[src/rtl/eth_rx_packet_writer.sv]
// Packs an RX byte stream little-endian into buffer words and commits each good packet to the packet FIFO.
// Optional statistics counters are enabled by defining ETH_RX_PACKET_WRITER_STATS_EN.
module eth_rx_packet_writer #(
  parameter int data_width_p = 64,
  parameter int els_p        = 2048
) (
  input  logic                              clk_i,
  input  logic                              reset_i,
  input  logic                              rx_valid_i,
  input  logic [7:0]                        rx_data_i,
  input  logic                              rx_last_i,
  input  logic                              rx_error_i,
  output logic                              rx_ready_o,
  input  logic                              packet_req_i,
  output logic                              packet_send_o,
  output logic                              packet_wsize_valid_o,
  output logic [$clog2(els_p+1)-1:0]        packet_wsize_o,
  output logic                              packet_wvalid_o,
  output logic [$clog2(els_p)-1:0]          packet_waddr_o,
  output logic [data_width_p-1:0]           packet_wdata_o,
  output logic [data_width_p/8-1:0]         packet_wmask_o
`ifdef ETH_RX_PACKET_WRITER_STATS_EN
  ,
  output logic [31:0]                       good_packets_o,
  output logic [31:0]                       dropped_packets_o
`endif
);

  localparam int lanes_lp     = data_width_p / 8;
  localparam int lane_bits_lp = $clog2(lanes_lp);
  localparam int cnt_w_lp     = $clog2(els_p + 1);
  localparam int addr_w_lp    = $clog2(els_p);

  typedef enum logic [1:0] {IDLE, RECV, DROP, COMMIT} state_e;

  state_e                    state_reg, state_next;
  logic [cnt_w_lp-1:0]       count_reg, count_next;
  logic [data_width_p-1:0]   word_reg, word_next, word_merged;
  logic                      wvalid_reg, wvalid_next;
  logic [addr_w_lp-1:0]      waddr_reg, waddr_next;
  logic [data_width_p-1:0]   wdata_reg, wdata_next;
  logic                      wsize_valid_reg, wsize_valid_next;
  logic [cnt_w_lp-1:0]       wsize_reg, wsize_next;
  logic                      send_reg, send_next;
  logic                      accept, store, drop_pulse;
  logic [lane_bits_lp-1:0]   lane;
  logic [addr_w_lp-1:0]      word_addr;

  assign rx_ready_o = (state_reg != COMMIT);
  assign accept     = rx_valid_i & rx_ready_o;
  assign lane       = count_reg[lane_bits_lp-1:0];
  assign word_addr  = {count_reg[addr_w_lp-1:lane_bits_lp], {lane_bits_lp{1'b0}}};

  // Incoming byte replaces its lane; other lanes keep earlier bytes of the same word.
  for (genvar gi = 0; gi < lanes_lp; gi++) begin : g_lane
    assign word_merged[gi*8 +: 8] = (int'(lane) == gi) ? rx_data_i : word_reg[gi*8 +: 8];
  end

  always_comb begin
    state_next       = state_reg;
    count_next       = count_reg;
    word_next        = word_reg;
    wvalid_next      = 1'b0;
    waddr_next       = waddr_reg;
    wdata_next       = wdata_reg;
    wsize_valid_next = 1'b0;
    wsize_next       = wsize_reg;
    send_next        = 1'b0;
    store            = 1'b0;
    drop_pulse       = 1'b0;

    case (state_reg)
      IDLE: begin
        if (accept) begin
          if (!packet_req_i || rx_error_i) begin
            drop_pulse = 1'b1;
            state_next = rx_last_i ? IDLE : DROP;
          end else begin
            store = 1'b1;
          end
        end
      end
      RECV: begin
        if (accept) begin
          // A byte arriving with the count already at capacity would overflow the slot.
          if (rx_error_i || count_reg == cnt_w_lp'(els_p)) begin
            drop_pulse = 1'b1;
            count_next = '0;
            state_next = rx_last_i ? IDLE : DROP;
          end else begin
            store = 1'b1;
          end
        end
      end
      DROP: begin
        if (accept && rx_last_i) begin
          count_next = '0;
          state_next = IDLE;
        end
      end
      COMMIT: begin
        count_next = '0;
        state_next = IDLE;
      end
      default: state_next = IDLE;
    endcase

    if (store) begin
      word_next  = word_merged;
      count_next = cnt_w_lp'(count_reg + 1'b1);
      if (rx_last_i || lane == {lane_bits_lp{1'b1}}) begin
        wvalid_next = 1'b1;
        waddr_next  = word_addr;
        wdata_next  = word_merged;
      end
      if (rx_last_i) begin
        state_next       = COMMIT;
        wsize_valid_next = 1'b1;
        wsize_next       = cnt_w_lp'(count_reg + 1'b1);
        send_next        = 1'b1;
      end else begin
        state_next = RECV;
      end
    end
  end

  always_ff @(posedge clk_i) begin
    if (reset_i) begin
      state_reg       <= IDLE;
      count_reg       <= '0;
      word_reg        <= '0;
      wvalid_reg      <= 1'b0;
      waddr_reg       <= '0;
      wdata_reg       <= '0;
      wsize_valid_reg <= 1'b0;
      wsize_reg       <= '0;
      send_reg        <= 1'b0;
    end else begin
      state_reg       <= state_next;
      count_reg       <= count_next;
      word_reg        <= word_next;
      wvalid_reg      <= wvalid_next;
      waddr_reg       <= waddr_next;
      wdata_reg       <= wdata_next;
      wsize_valid_reg <= wsize_valid_next;
      wsize_reg       <= wsize_next;
      send_reg        <= send_next;
    end
  end

  assign packet_send_o        = send_reg;
  assign packet_wsize_valid_o = wsize_valid_reg;
  assign packet_wsize_o       = wsize_reg;
  assign packet_wvalid_o      = wvalid_reg;
  assign packet_waddr_o       = waddr_reg;
  assign packet_wdata_o       = wdata_reg;
  assign packet_wmask_o       = '1;

`ifdef ETH_RX_PACKET_WRITER_STATS_EN
  logic [31:0] good_reg, dropped_reg;

  always_ff @(posedge clk_i) begin
    if (reset_i) begin
      good_reg    <= '0;
      dropped_reg <= '0;
    end else begin
      if (state_reg == COMMIT && good_reg != 32'hFFFF_FFFF) good_reg <= good_reg + 32'd1;
      if (drop_pulse && dropped_reg != 32'hFFFF_FFFF) dropped_reg <= dropped_reg + 32'd1;
    end
  end

  assign good_packets_o    = good_reg;
  assign dropped_packets_o = dropped_reg;
`endif

  // Only this block enqueues, so the slot cannot disappear mid-packet.
  a_req_held: assert property (@(posedge clk_i) disable iff (reset_i)
    (state_reg == RECV || state_reg == COMMIT) |-> packet_req_i);

endmodule
[config.mk]
export PLATFORM = sky130hd
export DESIGN_NAME = eth_rx_packet_writer
export DESIGN_NICKNAME = d
export VERILOG_FILES = /design/src/rtl/eth_rx_packet_writer.sv
export SDC_FILE = /design/constraint.sdc
export NUM_CORES = 1
export LEC_CHECK = 0
export BUFFER_PORTS_ARGS = -buffer_cell sky130_fd_sc_hd__buf_2
export CORE_MARGIN = 5
export CORE_UTILIZATION = 38
export CTS_BUF_LIST = sky130_fd_sc_hd__clkbuf_16
export DETAILED_ROUTE_END_ITERATION = 7
export GPL_TIMING_DRIVEN = 0
export PLACE_DENSITY = 0.64
export SETUP_SLACK_MARGIN = 0.1
export SKIP_LAST_GASP = 1
export SYNTH_ARGS = -nofsm -noshare
export SYNTH_HDL_FRONTEND = slang
export SYNTH_SLANG_ARGS = --single-unit
[constraint.sdc]
create_clock -name clk_i -period 2 [get_ports clk_i]
set_input_delay 0.3 -clock clk_i [delete_from_list [all_inputs] [get_ports clk_i]]
set_output_delay 0.3 -clock clk_i [all_outputs]
set_load 0.03 [all_outputs]
==> out/metrics.cfg <==
[finish]
nFillCells = 1856
n_antenna_cell = 0
area_growth_syn_to_layout_pct = 24.8
fin_nets = 958
instances_no_fill = 1216
mostFrequentLayoutCells = dfxtp_1 (161), buf_2 (106), mux2i_1 (103)
layout_commonest_cell = dfxtp_1
drive_gt1_frac = 0.258

[synth]
synth_top_area_frac = 0.432
ys_seq_area_frac = 0.432
ys_seq_elements = 164
netlist_instances = 802
yosys_warnings = 0
async_flop_share = 0
syn_area_sq_um = 7600
avgSynthCellArea_sq_um = 9.47
yosys-top-cells-area = dfxtp_1 (43%), mux2i_1 (14%), nand2b_1 (5.9%)
ys.flop_type = dfxtp_1
synth_edf_count = 0
yosysUniqueCellTypes = 46
synth_area_leader_cell = dfxtp_1

[sta]
hold_viol_final = 0
skew_ns = 0.00893
rsz0062_at_grt = true
max_freq_mhz = 529
slew_headroom = 0.411
setup_violations = 0
period_minus_slack_ns = 1.89
holdWs_ns = 0.228
setup_ws_ns = 0.108
tns_ns = 0
min_period_over_period = 0.946
worstMarginPinSlew_ns = 0.884
drv_slew = 0

[setup_path]
crit_type = reg -> reg
critical_path.max_stage_delay_ns = 0.31
worst_r2r_endpoint = packet_wdata_o[50]$_SDFFE_PP0P_
worstPathArrival_ns = 2.16
crit_slowest_cell = nor4_4
cp_cell_sequence = buf_4 -> nor4_4 -> nand3_1 -> buf_6 -> buf_4 -> a31oi_1 -> a311oi_2
critPathLaunchType = flip-flop
end_kind = flip-flop
critPathRequiredTime_ns = 2.27
worstPathMaxFanout = 10
reg2reg_depth = 7
crit_top_cell = buf_4
reg2reg_from = count_reg[3]$_SDFFE_PP0P_
reg2reg_slack_ns = 0.11

[pwr]
seqPwrFrac = 0.464
power.share.clock = 0.429
total_power_w = 0.00728
p_switching_w = 0.00189
power_frac_comb = 0.107
p_per_area_nw_per_um2 = 767
switching_share = 0.260
p_leak_nw = 3.81
ir_worst_vdd_v = 0.000616
p_int_w = 0.00539

[clock_network]
ctsHoldBuffers = 0
cts_tree = yes
clock_sinks = 164
numCtsBuffers = 17
insertion_delay_ns = 0.42
clk_path_buf_depth = 2
clk_pin_slew_worst_paths_ns = 0.06
cts-root-buf = clkbuf_16
htree_levels = 4

[global_route]
grt_pass1_wl_microns = 36900
use_met2 = 0.340
grt_max_degree = 17
grt_usage = 0.208
grt_pass1_vias = 6622
use_met3 = 0.0509
use_met1 = 0.274
grt-busiest-layer = met2
antenna_found_initial = 0
grt-ovfl-total = 0

[place]
placed_cells_incl_taps = 1169
detailedPlacementHpwl_microns = 16100
numPortBuffers = 93
dpl_worst_slack_ns = -0.493
gp_congestion = 0.891

[drt]
viasPerCell = 5.63
detail-route-antenna-nets = 0
wl_per_cell_microns = 20.0
drtPass1Iterations = 5
drt_iter0_markers = 554
post-route-drc-count = 0
via_count = 6842
drt-total-wl_microns = 24400

[floorplan]
die_h_microns = 151
die_x_microns = 151
start_util = 0.388
rows = 51
coreArea_sq_um = 19600
io_pins = 113
die-area_sq_um = 22900

[run_status]
status = complete, no violations

[worst_hold_path]
hold_path_class = in -> reg
whs_path_depth = 3
hold_end = state_reg[0]$_SDFFE_PP0P_
min-delay-start = packet_req_i

[job]
drv_cap = 0

## final cells by class
cell class	count	area [sq um]	area share
Multi-Input combinational cell	531	3940	0.415
Sequential cell	164	3290	0.347
Buffer	109	706	0.0744
Timing Repair Buffer	109	636	0.0670
Clock buffer	17	425	0.0449
Tap cell	265	332	0.0350
Clock inverter	15	124	0.0131
Inverter	6	30.0	0.00317
## per-layer routing
layer / wire length, microns / vias up / share of wire
li1: - / 3217 / -
met1: 10600 / 3321 / 0.44
met2: 11700 / 269 / 0.48
met3: 1680 / 35 / 0.069
met4: 393 / 0 / 0.016
met5: 0 / - / 0
## worst max-delay path, delay by kind of cell (launching register included)
kind | cells | cell delay (ns)
compound gates | 2 | 0.32
buf+inv | 3 | 0.59
flops | 1 | 0.30
simple gates | 2 | 0.52
## worst max-delay path by stage
stage                                    from                               to  depth (start not counted)
floorplan           count_reg[1]$_SDFFE_PP0P_        count_reg[9]$_SDFFE_PP0P_                          8
global placement    count_reg[1]$_SDFFE_PP0P_  packet_wdata_o[47]$_SDFFE_PP0P_                          7
detailed placement                    reset_i   packet_wsize_o[8]$_SDFFE_PP0P_                          6
CTS                 count_reg[0]$_SDFFE_PP0P_   packet_wsize_o[6]$_SDFFE_PP0P_                          8
global route        count_reg[4]$_SDFFE_PP0P_        count_reg[6]$_SDFFE_PP0P_                          5
finish              count_reg[3]$_SDFFE_PP0P_  packet_wdata_o[50]$_SDFFE_PP0P_                          7
## Yosys cell counts, types with 3 or more instances
cell type	instances
a211oi_1	47
a21oi_1	27
a311oi_1	24
a31oi_1	67
and3_1	4
buf_1	13
buf_2	21
buf_4	19
buf_6	10
clkbuf_1	47
dfxtp_1	164
ha_1	6
inv_1	6
mux2i_1	104
nand2_1	41
nand2b_1	72
nand3_1	32
nand3_2	5
nand4_1	15
nor2_1	5
nor2b_1	4
nor3_1	9
nor4_1	7
nor4b_1	3
o211ai_1	4
o21ai_0	3
o31ai_1	10
or3_1	3
or4_1	3
xor2_1	3
## stage by stage
stage | util | instance area, sq um
after global placement | 0.430 | 8430
after CTS | 0.472 | 9250
after global routing | 0.484 | 9480
after detailed placement | 0.430 | 8430
after floorplan | - | 7630
final | 0.484 | 9480
## power groups by stage
stage / Sequential, W / Clock (W) / Combinational (W)
3_3_place_gp: 0.00345 / 0 / 0.000708
2_1_floorplan: 0.00355 / 0 / 0.000384
3_5_place_dp: 0.00345 / 0 / 0.000714
6_report: 0.00338 / 0.00312 / 0.000776
5_1_grt: 0.00338 / 0.00331 / 0.000822
4_1_cts: 0.00337 / 0.00315 / 0.000741
## logic make-up (layout without fill, tap and decap cells)
logic type	Yosys count	count (layout)	share of synthesized area
other cells	2	11	0.000989
buf+inv	116	256	0.0801
mux	104	104	0.137
fa+ha+maj	6	6	0.00988
compound gates	190	190	0.171
flops	164	164	0.432
simple gates	215	215	0.163
xor+xnor	5	5	0.00577
## what timing repair did
action / in CTS / in global routing
cloned: 1 / 0
setup buffers: 8 / 7
gates resized for setup: 60 / 42
endpoints found under the setup margin: 164 / 137
pin swaps: 5 / 11
Note: power is estimated with default switching activity, not from simulation.
